## config.mk

```make
export PLATFORM = sky130hd
export DESIGN_NAME = if_id_stage_flat
export DESIGN_NICKNAME = d
export VERILOG_FILES = /design/src/rtl/if_id_stage_pkg.sv /design/src/rtl/if_id_stage_if.sv /design/src/rtl/if_id_stage_pc_reg.sv /design/src/rtl/if_id_stage.sv /design/src/flat_wrapper.sv
export SDC_FILE = /design/constraint.sdc
export NUM_CORES = 1
export LEC_CHECK = 0
export ABC_CLOCK_PERIOD_IN_PS = 4350
export BUFFER_PORTS_ARGS = -buffer_cell sky130_fd_sc_hd__clkbuf_2
export CORE_ASPECT_RATIO = 1.25
export CORE_UTILIZATION = 50
export CTS_CLUSTER_DIAMETER = 60
export DETAILED_ROUTE_END_ITERATION = 16
export GPL_ROUTABILITY_DRIVEN = 1
export GPL_TIMING_DRIVEN = 0
export PLACE_DENSITY = 0.81
export SLEW_MARGIN = 20
export SYNTH_ARGS = -nofsm -noshare
export SYNTH_HDL_FRONTEND = slang
export SYNTH_SLANG_ARGS = --single-unit
```

## constraint.sdc

```tcl
create_clock -name clk -period 4.35 [get_ports clk]
set_input_delay 0.6525 -clock clk [delete_from_list [all_inputs] [get_ports clk]]
set_output_delay 0.6525 -clock clk [all_outputs]
set_load 0.005 [all_outputs]
```

## src/rtl/if_id_stage_pkg.sv

```systemverilog
// Shared pipeline definitions for the fetch stage and IF/ID register.
// Widths, reset/NOP encodings, next-PC source codes and the address alignment helper.
package if_id_stage_pkg;

    localparam int INSTR_W = 32;
    localparam int ADDR_W  = 32;

    localparam logic [INSTR_W-1:0] NOP_INSTR_DEF = 32'h0000_0000;
    localparam logic [ADDR_W-1:0]  RESET_PC_DEF  = 32'h0000_0000;
    localparam logic [ADDR_W-1:0]  PC_INCR       = 32'h0000_0004;

    typedef enum logic [1:0] {
        PC_SEQ    = 2'd0,
        PC_JUMP   = 2'd1,
        PC_BRANCH = 2'd2,
        PC_HOLD   = 2'd3
    } pc_sel_e;

    typedef struct packed {
        logic [ADDR_W-1:0]  pc;
        logic [ADDR_W-1:0]  pc_plus4;
        logic [INSTR_W-1:0] instr;
        logic               valid;
    } if_id_t;

    // Instruction addresses are word aligned; low two bits never reach the PC.
    function automatic logic [ADDR_W-1:0] align_addr(input logic [ADDR_W-1:0] addr);
        return {addr[ADDR_W-1:2], 2'b00};
    endfunction

endpackage

```

## src/rtl/if_id_stage_if.sv

```systemverilog
// Bundle of redirect/hazard controls, instruction-memory read data and IF/ID outputs.
// The slave side is the fetch stage; the master side is the surrounding pipeline.
interface if_id_stage_if;
    import if_id_stage_pkg::*;

    logic               stall;
    logic               Jump;
    logic [ADDR_W-1:0]  jump_target;
    logic               branch_taken;
    logic [ADDR_W-1:0]  branch_target;
    logic               IF_ID_Flush;
    logic [INSTR_W-1:0] imem_rdata;

    logic [ADDR_W-1:0]  pc;
    logic [ADDR_W-1:0]  IF_ID_PC;
    logic [ADDR_W-1:0]  IF_ID_PC_plus4;
    logic [INSTR_W-1:0] IF_ID_Instr;
    logic               IF_ID_Valid;

    modport master (
        output stall, Jump, jump_target, branch_taken, branch_target, IF_ID_Flush, imem_rdata,
        input  pc, IF_ID_PC, IF_ID_PC_plus4, IF_ID_Instr, IF_ID_Valid
    );

    modport slave (
        input  stall, Jump, jump_target, branch_taken, branch_target, IF_ID_Flush, imem_rdata,
        output pc, IF_ID_PC, IF_ID_PC_plus4, IF_ID_Instr, IF_ID_Valid
    );

endinterface

```

## src/rtl/if_id_stage_pc_reg.sv

```systemverilog
// Program counter with next-PC priority: EX branch, then ID jump (only when not stalled),
// then stall hold, then sequential. Redirect targets are word-aligned before use.
module if_id_stage_pc_reg
    import if_id_stage_pkg::*;
#(
    parameter logic [ADDR_W-1:0] RESET_PC = RESET_PC_DEF
) (
    input  logic              clk,
    input  logic              reset,
    input  logic              stall,
    input  logic              jump,
    input  logic [ADDR_W-1:0] jump_target,
    input  logic              branch_taken,
    input  logic [ADDR_W-1:0] branch_target,
    output logic [ADDR_W-1:0] pc,
    output logic [ADDR_W-1:0] pc_plus4
);

    pc_sel_e           pc_sel_s;
    logic [ADDR_W-1:0] pc_next_s;
    logic [ADDR_W-1:0] pc_r;

    // Next-PC source selection; a taken branch squashes any jump sitting in ID.
    always_comb begin
        pc_sel_s = PC_SEQ;
        if (branch_taken) begin
            pc_sel_s = PC_BRANCH;
        end else if (jump && !stall) begin
            pc_sel_s = PC_JUMP;
        end else if (stall) begin
            pc_sel_s = PC_HOLD;
        end else begin
            pc_sel_s = PC_SEQ;
        end
    end

    // Next-PC value mux.
    always_comb begin
        pc_next_s = pc_r;
        case (pc_sel_s)
            PC_BRANCH: pc_next_s = align_addr(branch_target);
            PC_JUMP:   pc_next_s = align_addr(jump_target);
            PC_HOLD:   pc_next_s = pc_r;
            PC_SEQ:    pc_next_s = pc_r + PC_INCR;
            default:   pc_next_s = pc_r;
        endcase
    end

    // PC register; redirects only ever take effect through this flop.
    always_ff @(posedge clk or posedge reset) begin
        if (reset) begin
            pc_r <= align_addr(RESET_PC);
        end else begin
            pc_r <= pc_next_s;
        end
    end

    assign pc       = pc_r;
    assign pc_plus4 = pc_r + PC_INCR;

endmodule

```

## src/rtl/if_id_stage.sv

```systemverilog
// Fetch stage and IF/ID pipeline register of the 5-stage CPU.
// Optional macro IF_ID_PERF_COUNTERS_EN adds flush_count / stall_count outputs.
module if_id_stage
    import if_id_stage_pkg::*;
#(
    parameter logic [ADDR_W-1:0]  RESET_PC  = RESET_PC_DEF,
    parameter logic [INSTR_W-1:0] NOP_INSTR = NOP_INSTR_DEF
) (
    input  logic        clk,
    input  logic        reset,
    if_id_stage_if.slave bus
`ifdef IF_ID_PERF_COUNTERS_EN
    ,
    output logic [31:0] flush_count,
    output logic [31:0] stall_count
`endif
);

    logic [ADDR_W-1:0] pc_s;
    logic [ADDR_W-1:0] pc_plus4_s;
    if_id_t            if_id_next_s;
    if_id_t            if_id_r;

    if_id_stage_pc_reg #(
        .RESET_PC (RESET_PC)
    ) u_pc_reg (
        .clk           (clk),
        .reset         (reset),
        .stall         (bus.stall),
        .jump          (bus.Jump),
        .jump_target   (bus.jump_target),
        .branch_taken  (bus.branch_taken),
        .branch_target (bus.branch_target),
        .pc            (pc_s),
        .pc_plus4      (pc_plus4_s)
    );

    // IF/ID next value; a flush still records the PC so the bubble carries its address.
    always_comb begin
        if_id_next_s = if_id_r;
        if (bus.IF_ID_Flush) begin
            if_id_next_s.instr    = NOP_INSTR;
            if_id_next_s.valid    = 1'b0;
            if_id_next_s.pc       = pc_s;
            if_id_next_s.pc_plus4 = pc_plus4_s;
        end else if (bus.stall) begin
            if_id_next_s = if_id_r;
        end else begin
            if_id_next_s.instr    = bus.imem_rdata;
            if_id_next_s.valid    = 1'b1;
            if_id_next_s.pc       = pc_s;
            if_id_next_s.pc_plus4 = pc_plus4_s;
        end
    end

    // IF/ID pipeline register.
    always_ff @(posedge clk or posedge reset) begin
        if (reset) begin
            if_id_r.pc       <= 32'h0000_0000;
            if_id_r.pc_plus4 <= 32'h0000_0000;
            if_id_r.instr    <= NOP_INSTR;
            if_id_r.valid    <= 1'b0;
        end else begin
            if_id_r <= if_id_next_s;
        end
    end

    assign bus.pc             = pc_s;
    assign bus.IF_ID_PC       = if_id_r.pc;
    assign bus.IF_ID_PC_plus4 = if_id_r.pc_plus4;
    assign bus.IF_ID_Instr    = if_id_r.instr;
    assign bus.IF_ID_Valid    = if_id_r.valid;

`ifdef IF_ID_PERF_COUNTERS_EN
    logic [31:0] flush_cnt_r;
    logic [31:0] stall_cnt_r;

    // Hazard event counters; a stall masked by a flush is counted only as a flush.
    always_ff @(posedge clk or posedge reset) begin
        if (reset) begin
            flush_cnt_r <= 32'h0000_0000;
            stall_cnt_r <= 32'h0000_0000;
        end else if (bus.IF_ID_Flush) begin
            flush_cnt_r <= flush_cnt_r + 32'h0000_0001;
        end else if (bus.stall) begin
            stall_cnt_r <= stall_cnt_r + 32'h0000_0001;
        end else begin
            flush_cnt_r <= flush_cnt_r;
            stall_cnt_r <= stall_cnt_r;
        end
    end

    assign flush_count = flush_cnt_r;
    assign stall_count = stall_cnt_r;
`else
    // Counters absent in this build.
`endif

endmodule

```

## src/flat_wrapper.sv

```systemverilog
// flat-port wrapper written by rule: the top's interface ports become plain ports
module if_id_stage_flat import if_id_stage_pkg::*;
#(
    parameter logic [ADDR_W-1:0]  RESET_PC  = RESET_PC_DEF,
    parameter logic [INSTR_W-1:0] NOP_INSTR = NOP_INSTR_DEF
)
  (clk, reset, bus_stall, bus_Jump, bus_jump_target, bus_branch_taken, bus_branch_target, bus_IF_ID_Flush, bus_imem_rdata, bus_pc, bus_IF_ID_PC, bus_IF_ID_PC_plus4, bus_IF_ID_Instr, bus_IF_ID_Valid);
  if_id_stage_if bus_i ();
  input  logic clk;
  input  logic reset;
  input wire logic [$bits(bus_i.stall)-1:0] bus_stall;
  input wire logic [$bits(bus_i.Jump)-1:0] bus_Jump;
  input wire logic [$bits(bus_i.jump_target)-1:0] bus_jump_target;
  input wire logic [$bits(bus_i.branch_taken)-1:0] bus_branch_taken;
  input wire logic [$bits(bus_i.branch_target)-1:0] bus_branch_target;
  input wire logic [$bits(bus_i.IF_ID_Flush)-1:0] bus_IF_ID_Flush;
  input wire logic [$bits(bus_i.imem_rdata)-1:0] bus_imem_rdata;
  output wire logic [$bits(bus_i.pc)-1:0] bus_pc;
  output wire logic [$bits(bus_i.IF_ID_PC)-1:0] bus_IF_ID_PC;
  output wire logic [$bits(bus_i.IF_ID_PC_plus4)-1:0] bus_IF_ID_PC_plus4;
  output wire logic [$bits(bus_i.IF_ID_Instr)-1:0] bus_IF_ID_Instr;
  output wire logic [$bits(bus_i.IF_ID_Valid)-1:0] bus_IF_ID_Valid;
  assign bus_i.stall = bus_stall;
  assign bus_i.Jump = bus_Jump;
  assign bus_i.jump_target = bus_jump_target;
  assign bus_i.branch_taken = bus_branch_taken;
  assign bus_i.branch_target = bus_branch_target;
  assign bus_i.IF_ID_Flush = bus_IF_ID_Flush;
  assign bus_i.imem_rdata = bus_imem_rdata;
  assign bus_pc = bus_i.pc;
  assign bus_IF_ID_PC = bus_i.IF_ID_PC;
  assign bus_IF_ID_PC_plus4 = bus_i.IF_ID_PC_plus4;
  assign bus_IF_ID_Instr = bus_i.IF_ID_Instr;
  assign bus_IF_ID_Valid = bus_i.IF_ID_Valid;
  if_id_stage #(.RESET_PC(RESET_PC), .NOP_INSTR(NOP_INSTR)) u_core (.clk(clk), .reset(reset), .bus(bus_i));
endmodule
```

==> results.py <==
metrics = {
    "drt": {
        "routed_wirelength_um": 18860,
        "drt-initial-drc-count": 341,
        "via_per_inst": 5.345,
        "firstDrtPassIters": 5,
        "drc": 0,
        "vias": 5986,
        "ant_nets": 0,
        "wl_per_cell_um": 16.84,
    },
    "clocking": {
        "cts_buffer_depth": 2,
        "clk_pin_slew_ps": 60,
        "clock-sinks": 123,
        "cts_hold_buf": 0,
        "insertion_delay_ps": 410,
        "cts_resized": 0,
        "cts_root_buf": "clkbuf_16",
        "post_cts_buffers": 0,
        "cts_buffers": 17,
        "cts_tree": "yes",
        "h-tree-depth": 4,
    },
    "global_route": {
        "use_met2": 0.5215,
        "gr-usage-met1": 0.3578,
        "antenna_found_initial": 0,
        "grt_pass1_vias": 5764,
        "grt_busiest_layer": "met2",
        "grt_pass1_wl_um": 29130,
        "met3_usage": 0.07713,
        "overflow": 0,
        "grtUsageTotal": 0.3033,
        "grt_max_degree": 65,
    },
    "setup_path": {
        "reg2reg_from": "u_core.u_pc_reg.pc[2]",
        "r2r-end": "u_core.u_pc_reg.pc[20]",
        "crit_path_end_kind": "register",
        "worstSetupPathType": "reg2reg",
        "crit_required_ps": 4680,
        "cp-endpoint": "u_core.u_pc_reg.pc[20]",
        "critical_path.cell_chain": "ha_1 -> nand3_2 -> or3_1 -> buf_2 -> nor4_1 -> o21ai_0 -> a2bb2oi_1",
        "max_stage_delay_ps": 530,
        "r2r_cells": 7,
        "start_kind": "register",
        "crit_path_top_delay_cell": "nor4_1",
        "crit_fanout": 8,
        "r2r_setup_slack_ps": 1770,
        "cp-startpoint": "u_core.u_pc_reg.pc[2]",
        "crit_arrival_ps": 2920,
    },
    "outcome": {
        "run_status": "completed",
    },
    "final_layout": {
        "fillers": 1014,
        "fin_nets": 1046,
        "ff_latch_area_um2": 3078,
        "antenna_cells": 0,
        "multi_input_area_um2": 2634,
        "finalNonFillerCells": 1120,
        "area_growth_pct": 31.68,
        "drive_gt1_frac": 0.3117,
    },
    "yosys": {
        "yosysSeqAreaShare": 0.4933,
        "synth_edf_count": 0,
        "synth.avg_cell_area_um2": 8.889,
        "async_flop_share": 1.000,
        "yosysUniqueCellTypes": 41,
        "ys_seq_elements": 123,
        "netlist_instances": 702,
        "synth-main-ff-cell": "dfrtp_1",
        "yosysWarningCount": 0,
        "syn_area_um2": 6240,
    },
    "pwr": {
        "vdd_drop_max_mv": 0.2782,
        "power_density_nw_per_um2": 429.6,
        "finalPower_mw": 3.530,
        "p_leak_nw": 4.167,
    },
    "sta": {
        "fin_crit_ps": 2582,
        "slew_viol_final": 0,
        "tns_ps": 0,
        "fin_skew_ps": 6.680,
        "min_period_over_period": 0.5936,
        "setup_violations": 0,
        "grt_setup_unrepaired": "no",
        "timing.fmax_mhz": 387.3,
        "hold_viol": 0,
        "relSlewSlack": 0.3886,
        "tightest_slew_ps": 910.0,
    },
    "floorplan": {
        "io_pins": 231,
        "initial_utilization": 0.5131,
        "die_w_um": 101.9,
        "fp-row-count": 45,
        "die_h_um": 126.9,
        "core_area_um2": 12160,
        "fp.dieArea_um2": 12930,
    },
    "hold_path": {
        "min_path_type": "in2async",
    },
    "placed_design": {
        "gp_congestion": 0.8622,
        "dpl.cell_count": 1088,
        "numPortBuffers": 216,
        "hpwlAfterDp_um": 13990,
    },
    "flow_run": {
        "max_cap_viol_count": 0,
    },
}
[cells in the mapped netlist, drive strengths merged (2+ instances only)]
library cell  count  area (um2)
a211oi            3       22.52
a21oi            67       339.1
a2bb2oi          12       105.1
a31oi             3       18.77
and3              3       18.77
and4              5       43.79
buf              44       319.0
clkbuf           44       165.2
dfrtp           123        3078
inv              18       67.56
mux2i            33       330.3
nand2           126       473.0
nand2b            2       12.51
nand3            11       60.06
nand4             4       25.02
nor2             55       206.5
nor2b             2       12.51
nor3              9       45.04
nor4              3       18.77
o21a             10       75.07
o21ai            73       365.4
o22a              8       70.07
or3               5       31.28
or4               2       22.52
xnor2            22       192.7
xor2              6       52.55
[placed cells by master (no fill, tap or decap), types with 17 or more instances in the layout]
cell,Yosys,final
dfrtp_1,123,123
xnor2_1,22,22
clkbuf_2,0,216
a21oi_1,66,66
inv_1,18,17
clkbuf_16,0,17
buf_4,38,38
clkbuf_1,44,44
mux2i_1,33,33
o21ai_0,72,72
nor2_1,55,55
nand2_1,126,126
[state kept, by name, summed over array words and instances, names as in the netlist]
signal	cells
u_core.bus.IF_ID_Valid	1
u_core.bus.IF_ID_Instr	32
u_core.u_pc_reg.pc	30
u_core.bus.IF_ID_PC_plus4	30
u_core.bus.IF_ID_PC	30
[where the power goes]
| part | internal (mW) | switching [mW] | leakage, nW |
|---|---|---|---|
| Combinational | 0.298 | 0.326 | 2.30 |
| Sequential | 1.28 | 0.113 | 1.57 |
| Clock | 0.975 | 0.539 | 0.299 |
[worst max-delay path, delay by kind of cell (launching register included)]
family | cells | cell delay [ps]
AO/OA/AOI/OAI | 2 | 400
adder cells (fa/ha/maj) | 1 | 320
buffers and inverters | 1 | 190
flip-flops | 1 | 500
AND/OR/NAND/NOR | 3 | 1090
[per-stage QoR]
stage          hold WS [ps]  instance area (um2)  setup WS, ps    util
2_1_floorplan         462.8                 6259         426.6       -
3_3_place_gp          450.8                 7545         -1037  0.6204
3_5_place_dp          455.0                 7582          1565  0.6235
4_1_cts               307.1                 8217          1761  0.6756
5_1_grt               334.3                 8217          1652  0.6756
6_report              295.2                 8217          1768  0.6756
[how the worst min path moves through the flow]
| stage | endpoint | slack, ps | startpoint | depth (start not counted) |
|---|---|---|---|---|
| 2_1_floorplan | u_core.bus.IF_ID_PC[10] | 460 | u_core.bus.IF_ID_PC[10] | 2 |
| 3_3_place_gp | u_core.bus.IF_ID_PC[6] | 450 | u_core.bus.IF_ID_PC[6] | 2 |
| 3_5_place_dp | u_core.bus.IF_ID_PC[12] | 450 | u_core.bus.IF_ID_PC[12] | 2 |
| 4_1_cts | u_core.bus.IF_ID_Instr[2] | 310 | reset | 2 |
| 5_1_grt | u_core.bus.IF_ID_Instr[0] | 330 | reset | 2 |
| 6_report | u_core.bus.IF_ID_Instr[2] | 300 | reset | 2 |
[cell type report]
class	count	share of cell area
multi-input combinational	478	0.3205
clock inverter	14	0.02376
inverter	18	0.008832
timing repair buffer	217	0.1349
buffer	88	0.05893
sequential	123	0.3746
tap	164	0.02497
clock buffer	18	0.05345
[kinds of logic after synthesis]
logic type | share of synthesized area
adder cells (fa/ha/maj) | 0.002005
other | 0.0006010
XOR/XNOR | 0.03930
AND/OR/NAND/NOR | 0.1574
AO/OA/AOI/OAI | 0.1660
multiplexers | 0.05294
flip-flops | 0.4933
buffers and inverters | 0.08843
[per-layer routing]
metal  routed length, um  part of all wire  vias up
met2                9627              0.51      315
met1                7164              0.38     2824
met4                 495             0.026        0
met3                1577             0.084       33
met5                   0                 0        -
li1                    -                 -     2814
Note: power is estimated with default switching activity, not from simulation.
